===== config.mk =====
export PLATFORM = sky130hd
export DESIGN_NAME = rr_arbiter_8
export DESIGN_NICKNAME = d
export VERILOG_FILES = /design/src/rtl/rr_arbiter_8.sv
export SDC_FILE = /design/constraint.sdc
export NUM_CORES = 1
export LEC_CHECK = 0
export CAP_MARGIN = 10
export CORE_MARGIN = 3
export CORE_UTILIZATION = 25
export CTS_CLUSTER_SIZE = 28
export DETAILED_ROUTE_END_ITERATION = 8
export PLACE_DENSITY = 0.49
export SLEW_MARGIN = 20
export SYNTH_ARGS = -nofsm -noshare
export SYNTH_HDL_FRONTEND = slang
export SYNTH_SLANG_ARGS = --single-unit

===== constraint.sdc =====
create_clock -name clk -period 3.4 [get_ports clk]
set_input_delay 0.68 -clock clk [delete_from_list [all_inputs] [get_ports clk]]
set_output_delay 0.68 -clock clk [all_outputs]
set_load 0.005 [all_outputs]

===== src/rtl/rr_arbiter_8.sv =====
// Round-robin arbiter for 8 requesters driving a 3-to-8 decoded resource.
// Registered grant index/one-hot grant with a bounded hold time per owner.
module rr_arbiter_8 #(
    parameter int unsigned MAX_HOLD = 16,
    parameter int unsigned CNT_W    = 8
) (
    input  logic       clk,
    input  logic       rst,
    input  logic       en,
    input  logic [7:0] req,
    output logic [7:0] gnt,
    output logic [2:0] gnt_idx,
    output logic       gnt_valid,
    output logic       hold_timeout
);

    typedef enum logic {
        IDLE,
        GRANT
    } state_t;

    localparam logic [CNT_W-1:0] HOLD_LIM = CNT_W'(MAX_HOLD);

    state_t           state;
    state_t           state_nxt;
    logic [2:0]       last;
    logic [2:0]       last_nxt;
    logic [CNT_W-1:0] cnt;
    logic [CNT_W-1:0] cnt_nxt;
    logic [2:0]       idx_nxt;
    logic             valid_nxt;
    logic             to_nxt;
    logic [7:0]       gnt_nxt;

    logic [2:0]       sel;
    logic [2:0]       cand;
    logic             found;
    logic             owner_req;
    logic             at_limit;

    // Search upward from the slot after the previous owner, wrapping; the
    // previous owner itself is examined last.
    always_comb begin
        found = 1'b0;
        sel   = '0;
        cand  = '0;
        for (int unsigned k = 1; k <= 8; k++) begin
            cand = last + 3'(k);
            if (!found && req[cand]) begin
                found = 1'b1;
                sel   = cand;
            end
        end
    end

    assign owner_req = req[gnt_idx];
    assign at_limit  = (cnt >= HOLD_LIM);

    always_ff @(posedge clk) begin
        if (rst) begin
            state        <= IDLE;
            last         <= 3'd7;
            cnt          <= '0;
            gnt          <= '0;
            gnt_idx      <= '0;
            gnt_valid    <= 1'b0;
            hold_timeout <= 1'b0;
        end else begin
            state        <= state_nxt;
            last         <= last_nxt;
            cnt          <= cnt_nxt;
            gnt          <= gnt_nxt;
            gnt_idx      <= idx_nxt;
            gnt_valid    <= valid_nxt;
            hold_timeout <= to_nxt;
        end
    end

    always_comb begin
        state_nxt = state;
        case (state)
            IDLE: begin
                if (en && found) begin
                    state_nxt = GRANT;
                end
            end
            GRANT: begin
                if (!owner_req || at_limit) begin
                    state_nxt = IDLE;
                end
            end
            default: state_nxt = IDLE;
        endcase
    end

    always_comb begin
        idx_nxt   = '0;
        valid_nxt = 1'b0;
        to_nxt    = 1'b0;
        cnt_nxt   = '0;
        last_nxt  = last;
        case (state)
            IDLE: begin
                if (en && found) begin
                    idx_nxt   = sel;
                    valid_nxt = 1'b1;
                    last_nxt  = sel;
                    cnt_nxt   = CNT_W'(1);
                end
            end
            GRANT: begin
                if (owner_req && !at_limit) begin
                    idx_nxt   = gnt_idx;
                    valid_nxt = 1'b1;
                    cnt_nxt   = (cnt == '1) ? cnt : cnt + CNT_W'(1);
                end else begin
                    // Release while still requesting can only be a forced one.
                    to_nxt = owner_req;
                end
            end
            default: ;
        endcase
        gnt_nxt = valid_nxt ? (8'b1 << idx_nxt) : '0;
    end

endmodule


# Word-level counts from Yosys, hierarchy flattened
# Index checks and enable logic that the tools add are counted.
[totals]
elab_cells = 98
reg_bits = 25
output_inout_bits = 13
[classes]
n_shift = 1
eq_ne = 2
reduce_logical = 22
n_addsub = 8
bitwise = 2
magnitude_cmp = 10
muxes = 46
[op_table]
columns = ["op", "n"]
rows = [
  ["$lt 3x4->1 const B", 9],
  ["$mux 3", 10],
  ["$bmux 1 s3", 9],
  ["$mux 1", 21],
  ["$mux 8", 2],
  ["$pmux 8 s2", 1],
  ["$add 3x3->3 const B", 4],
  ["$logic_and 1x1->1", 9],
  ["$logic_not 1->1", 9],
  ["$add 8x1->8 const B", 1],
  ["$eq 8x8->1 const B", 1],
  ["$ge 8x5->1 const B", 1],
  ["$shl 1x3->8 const A", 1],
  ["$add 3x2->3 const B", 2],
  ["$pmux 3 s2", 1],
  ["$pmux 1 s2", 2],
  ["$add 3x1->3 const B", 1],
  ["$ne 3x3->1 const B", 1],
  ["$reduce_or 3->1", 1],
  ["$not 1->1", 2],
  ["$reduce_and 2->1", 1],
  ["$reduce_or 2->1", 1],
  ["$logic_or 1x1->1", 1],
]

# Logic depth before layout (Yosys ltp)
[depth]
depth_word = 30
depth_mapped = 12
depth_no_buf = 9

# Worst setup path after synthesis
# OpenSTA, ideal clock, no wires.
[synth_timing]
kind = "reg2reg"
from = "register last[1]"
to = "register gnt[7]"
required_ns = 3.321
n_path_buf = 2
arrival_ns = 3.015
setup_time_ns = 0.079
path_slack_ns = 0.306
synth_period_minus_slack_ns = 3.094
path_stages_with_launch = 12
cell_sequence = "dfxtp_1 clkbuf_8 inv_1 ha_1 buf_6 mux2_2 a221oi_2 a32oi_2 or4_4 a211oi_2 nor2_1 nor3_1"
[synth_between]
elab_chain_cells = 30
word_cells_on_any_way = 61
classes_between = "7 x add/sub; 1 x shift; 36 x mux; 1 x bitwise; 16 x reduce/logical"
[synth_lines]
columns = ["element", "line", "text"]
rows = [
  ["start: declaration", "26", "logic [2:0] last;"],
  ["start signal: assignment", "70", "last <= last_nxt;"],
  ["$add 3x1->3", "48", "cand = last + 3'(k);"],
  ["$bmux 1 s3", "49", "if (!found && req[cand]) begin"],
  ["$mux 1 (not written as such)", "49", ""],
  ["$mux 1", "49", ""],
  ["$logic_not 1->1", "49", ""],
  ["$logic_and 1x1->1", "49", ""],
  ["$mux 1", "49", ""],
  ["$logic_not 1->1", "49", ""],
  ["[14 not listed]", "-", ""],
  ["$logic_not 1->1", "49", ""],
  ["$logic_and 1x1->1", "49", ""],
  ["$mux 1", "49", ""],
  ["$logic_and 1x1->1", "104", "if (en && found) begin"],
  ["$mux 1", "104", ""],
  ["$pmux 1 s2", "102", "case (state)"],
  ["$not 1->1 (no source line)", "-", ""],
  ["$reduce_or 2->1 (no source line)", "-", ""],
  ["end signal: assignment", "72", "gnt <= gnt_nxt;"],
  ["end: declaration", "11", "output logic [7:0] gnt,"],
]
# Parallel ways exist; a longest one is shown, timed or not. The select of a mux whose other input is x is not followed.
# A chain may end at the register's enable or synchronous reset.

# Worst setup path in the final report
[layout_timing]
from = "input port req[2]"
to = "register gnt[3]"
[layout_between]
elab_chain_cells = 29
word_cells_on_any_way = 59
classes_between = "1 x shift; 40 x mux; 1 x bitwise; 17 x reduce/logical"
[layout_lines]
columns = ["element", "line", "text"]
rows = [
  ["start: declaration", "10", "input logic [7:0] req,"],
  ["$bmux 1 s3", "49", ""],
  ["$mux 1 (not written as such)", "49", ""],
  ["$mux 1", "49", ""],
  ["$logic_not 1->1", "49", ""],
  ["$logic_and 1x1->1", "49", ""],
  ["$mux 1", "49", ""],
  ["$logic_not 1->1", "49", ""],
  ["$logic_and 1x1->1", "49", ""],
  ["[13 not listed]", "-", ""],
  ["$logic_not 1->1", "49", ""],
  ["$logic_and 1x1->1", "49", ""],
  ["$mux 1", "49", ""],
  ["$logic_and 1x1->1", "104", ""],
  ["$mux 1", "104", ""],
  ["$pmux 1 s2", "102", ""],
  ["$not 1->1 (no source line)", "-", ""],
  ["$reduce_or 2->1 (no source line)", "-", ""],
]
# Parallel ways exist; a longest one is shown, timed or not. The select of a mux whose other input is x is not followed.

==> results_dict.tcl <==
set metrics [dict create \
    instances_no_fill 337 \
    first_iter_violations 109 \
    ys_seq_area_share_pct 24.3 \
    synth.area.top_cells "dfxtp_1 (24%), mux4_2 (14%), mux4_1 (5.3%)" \
    setup_slack_ns 0.155 \
    grt_use_total_pct 11.8 \
    maxSlewViolCount 0 \
    status "finished clean" \
    yosysWarnings 0 \
    via_count 1714 \
    num_rows 31 \
    finalSetupViolCount 0 \
    fin_area_sq_um 2550 \
    fp.dieH_um 95.0 \
    dieWidth_um 95.0 \
    postLayoutCoreUtil_pct 34.3 \
    worstSkewPairLatency_ns 0.26 \
    cp-start-kind "input port" \
    sequentialPowerShare_pct 20.6 \
    fmax_mhz 308 \
    grt_first_pass_wirelength_um 8540 \
    min_from "gnt_valid$_SDFF_PP0_" \
    synth_cell_types 60 \
    dp_slack_ns -0.144 \
    clkPwrFrac_pct 14.6 \
    drc 0 \
    antenna_found_initial 0 \
    power_density_nw_per_um2 658 \
    power_frac_comb_pct 64.7 \
    num_antenna_cells 0 \
    htreeDepth 1 \
    avgSynthCellArea_sq_um 10.5 \
    timing.rr.start "last[1]$_SDFFE_PP1P_" \
    crit_path_max_fanout 8 \
    drive_gt1_share_pct 32.8 \
    cts_tree "yes" \
    min_period_ns 3.25 \
    gp_congestion 0.782 \
    final_net_count 254 \
    clockRootBuffer "clkbuf_8" \
    maxSlewHeadroom_pct 64.8 \
    ys.flop_type "dfxtp_1" \
    switching_share_pct 39.5 \
    yosys.area.top_type "dfxtp_1" \
    area_delta_synth_final_pct 28.9 \
    final.setup_skew_ns 0.00172 \
    p_total_mw 1.68 \
    startpoint "req[2]" \
    routed-wl-met3_um 186 \
    cts.repair_timing.setup_buffer_count 0 \
    grt_max_degree 16 \
    maxCapViolCount 0 \
    synth_area_sq_um 1980 \
    endpoint_kind "flip-flop" \
    crit_arrival_ns 3.43 \
    tightest_slew_ns 0.520 \
    crit_chain "clkdlybuf4s50_1, mux4_1, inv_1, a32oi_2, or4_4, a211oi_2, nor2_1, nor3_1" \
    p_sw_uw 663 \
    cts_buffers 3 \
    required_ns 3.59 \
    ios 24 \
    antenna_left 0 \
    synth_seq_cells 24 \
    die_area_sq_um 9020 \
    wire_per_inst_um 14.9 \
    path_class "input port to flip-flop" \
    hold_viol 0 \
    synth_top_area_share_pct 24.3 \
    rsz0062_at_grt "false" \
    dr.pass1.iters 4 \
    synthArstFlopShare_pct 0 \
    synth_edf_count 0 \
    cts.sinks 24 \
    holdBufCountCts 0 \
    vdd_drop_max_mv 0.220 \
    floorplan.initialDensity_pct 26.6 \
    grt_pass1_vias 1666 \
    gr-total-overflow 0 \
    vias_per_cell 5.09 \
    topRoutingLayerUsed "met4" \
    portBuffers 23 \
    fin_crit_sh_pct 95.4 \
    routed_wl_um 5020 \
    met1_length_um 2530 \
    placed_cells 333 \
    p_leak_nw 0.970 \
    max_stage_delay_ns 0.68 \
    path_clk_slew_ns 0.08 \
    critPathSlowestCell "mux4_1" \
    clockBufferDepth 2 \
    intPower_mw 1.02 \
    placed_cell_area_sq_um 2460 \
    wl_met2_um 2270 \
    core_area_sq_um 7450 \
    hpwl_um 3980 \
    synthCells 188 \
    hold_path.class "flip-flop to flip-flop" \
]
==> worst paths after layout <==
kind | end | slack (ns) | cells past startpoint
setup / recovery | gnt[3]$_SDFF_PP0_ | 0.15 | 8
hold / removal | hold_timeout$_SDFF_PP0_ | 0.54 | 2
setup reg to reg | gnt[7]$_SDFF_PP0_ | 0.30 | 10
hold reg to reg | hold_timeout$_SDFF_PP0_ | 0.54 | 2
==> state kept, by name (all words and copies together) (netlist names) <==
signal        flops
gnt_idx           3
last              3
gnt               8
gnt_valid         1
cnt               8
hold_timeout      1
==> metrics by stage <==
stage	hold WS (ns)	TNS, ns
after floorplan	0.474	0
after global placement	0.512	-1.07
after detailed placement	0.519	-1.12
after CTS	0.550	0
after global routing	0.579	0
final	0.537	0
==> power by group through the flow <==
stage	clock, mW	combinational, mW	sequential (mW)
floorplan	0	0.758	0.342
global placement	0	1.07	0.354
detailed placement	0	1.07	0.352
CTS	0.252	1.07	0.346
global route	0.271	1.19	0.350
finish	0.246	1.09	0.346
==> per-layer routing <==
layer | vias up | GRT usage, %
met4 | 0 | 0.721
met2 | 42 | 18.6
li1 | 839 | -
met5 | - | 0
met1 | 829 | 17.7
met3 | 4 | 2.07
==> final cells by class <==
class / instances / area, sq um
Clock inverter: 1 / 30.0
Inverter: 9 / 33.8
Tap cell: 99 / 124
Timing Repair Buffer: 52 / 448
Fill cell: 780 / 4900
Clock buffer: 3 / 41.3
Sequential cell: 24 / 480
Multi-Input combinational cell: 149 / 1390
==> cell usage in the layout (no fill, tap or decap), types with 3 or more instances in the layout <==
cell type	count
nor3_1	17
clkbuf_8	3
o211ai_1	3
xor2_1	4
inv_1	9
buf_4	29
mux2i_1	8
mux2_2	7
mux4_1	4
conb_1	3
a221oi_1	3
dfxtp_1	24
o21ai_0	7
mux4_2	12
a21oi_1	8
ha_1	3
nor2_1	10
clkdlybuf4s50_1	23
nand2_1	9
nand3_1	4
==> synth_stat cells (3+ instances only) <==
| cell type | number |
|---|---|
| mux4_2 | 12 |
| a221oi_1 | 3 |
| mux2i_1 | 8 |
| inv_1 | 9 |
| ha_1 | 4 |
| o21ai_0 | 7 |
| mux4_1 | 4 |
| buf_6 | 3 |
| xor2_1 | 4 |
| nand3_1 | 4 |
| dfxtp_1 | 24 |
| nand2_1 | 9 |
| o211ai_1 | 3 |
| mux2_2 | 7 |
| nor3_1 | 17 |
| a21oi_1 | 8 |
| nor2_1 | 10 |
==> critical path, delay by kind of cell <==
| family | cells | cell delay (ns) |
|---|---|---|
| AO/OA/AOI/OAI | 2 | 0.45 |
| multiplexers | 1 | 0.68 |
| AND/OR/NAND/NOR | 3 | 0.95 |
| buffers and inverters | 2 | 0.67 |
==> kinds of logic (layout without fill, tap and decap cells) <==
| logic type | Yosys count | in the layout | synth area share, % |
|---|---|---|---|
| buf+inv | 17 | 65 | 6.51 |
| other cells | 1 | 3 | 0.189 |
| mux | 33 | 33 | 28.9 |
| simple gates | 60 | 60 | 16.4 |
| fa+ha+maj | 4 | 4 | 2.53 |
| flops | 24 | 24 | 24.3 |
| xor+xnor | 4 | 4 | 1.77 |
| compound gates | 45 | 45 | 19.5 |
==> timing repair <==
action                     4_1_cts  5_1_grt
setup endpoints to repair        0        8
hold endpoints to repair         0        0
resized for setup                0        3
(Power assumes the default switching activity.)
==> RTL change, RTL diff (same settings) <==
Change the parameter `CNT_W` from 8 to 6.
--- a/src/rtl/rr_arbiter_8.sv
+++ b/src/rtl/rr_arbiter_8.sv
@@ -2,7 +2,7 @@
 // Registered grant index/one-hot grant with a bounded hold time per owner.
 module rr_arbiter_8 #(
     parameter int unsigned MAX_HOLD = 16,
-    parameter int unsigned CNT_W    = 8
+    parameter int unsigned CNT_W    = 6
 ) (
     input  logic       clk,
     input  logic       rst,
Formal check against the unedited RTL: no difference found for any inputs over 10 cycles, from zero or initial values and one cycle with rst high; that may be too few to reach the edited logic, so the function may still have changed.
==> RTL change against the unedited design <==
Combinational power grew 79%. Count of clock-buffer cells in the layout is the same. Global-route usage rose by 1.9 points. Critical path depth is the same. Worst setup slack worse by 89 ps. Maximum frequency is 2.7% lower. Sequential cell count decreased by 2. Area after synthesis is 6.5% lower. Cell area is 4.9% higher. Wire length increased by 15%. Total power grew 52%. Clock skew grew 0.89 ps. Largest cell class unchanged.
==> RTL change: results (changes against the unedited design) <==
metric;value;unit;change
drt-wirelength-per-cell;16.7;microns;+12%
top_regs;gnt x8, cnt x6;;
inv_count;6;;-3
cp_data_arrival_time;3480;ps;+50 ps
grt_util_met3;1.64;%;-0.43 points
wl;5780;microns;+15%
grt_pass1_vias;1768;;+6.1%
synth_xor_area_share;2.37;%;+0.60 points
max_stage_delay;590;ps;-90 ps
met2_length;2950;microns;+30%
tightest_slew;913;ps;+393 ps
synth_compound_area_share;20.6;%;+1.1 points
synth_common_cells;22 x dfxtp_1, 16 x nor2_1, 12 x mux2i_1;;
ir_drop;0.000335;V;+53%
met2_usage;24.1;%;+5.5 points
n_all_buffers;72;;+38%
fillCellCount;726;;-6.9%
clock_area_share;2.66;%;-0.13 points
dp_cells;339;;+1.8%
critPathSlowestCell;mux4_2;;
synth.area.mux_share;31.2;%;+2.3 points
grt_pass1_wl;9350;microns;+9.5%
hpwl;4520;microns;+13%
wl_met1;2610;microns;+3.2%
skew;2.61;ps;+0.890 ps
r2r_slack;150;ps;-150 ps
multi_input_gates;146;;-2.0%
crit_end;gnt[7]$_SDFF_PP0_;;
seqCellArea;440;sq um;-8.3%
leakagePower;1.04;nW;+7.1%
power.internal;1.45;mW;+43%
crit_path_max_fanout;5;;-3
outcome;finished clean;;
ys_seq_area_share;23.8;%;-0.47 points
viasPerCell;5.18;;+1.8%
grt_max_degree;17;;+1
wl_met3;167;microns;-10%
synthTopCellsByArea;dfxtp_1 24%, mux4_2 13%, mux4_1 7.1%, mux2i_1 6.5%, mux2_2 4.3%;;
synthAdderAreaFrac;2.03;%;-0.50 points
first_iter_violations;104;;-4.6%
holdPathEnd;cnt[4]$_SDFFE_PP0P_;;
cp_top_family;compound AO/OA/AOI/OAI gates;;
## RTL change: timing repair
action	CTS	global route
endpoints found under the hold margin	0	0
pin swaps	1	0
gates resized for setup	2	21
setup buffers	3	0
setup endpoints to repair	8	11
## RTL change: power groups by stage
stage | Sequential, mW | Clock (mW) | Combinational [mW]
floorplan | 0.336 | 0 | 1.09
global placement | 0.353 | 0 | 1.81
detailed placement | 0.353 | 0 | 1.80
CTS | 0.347 | 0.248 | 1.84
global route | 0.356 | 0.256 | 2.10
finish | 0.350 | 0.245 | 1.95
## RTL change: per-stage QoR
stage | worst slack, ps | TNS, ps | cell area [sq um] | hold WS, ps
after floorplan | 21.3 | 0 | 1850 | 447
after global placement | -385 | -3600 | 2510 | 473
after detailed placement | -334 | -3310 | 2510 | 465
after CTS | 8.65 | 0 | 2590 | 479
after global routing | -87.7 | -148 | 2680 | 507
final | 66.3 | 0 | 2680 | 474
## RTL change: tightest hold or removal path, stage by stage, from the launching register on
cell and delay [ps]:
dfxtp_1 330, nand3_1 70, nor2_1 40
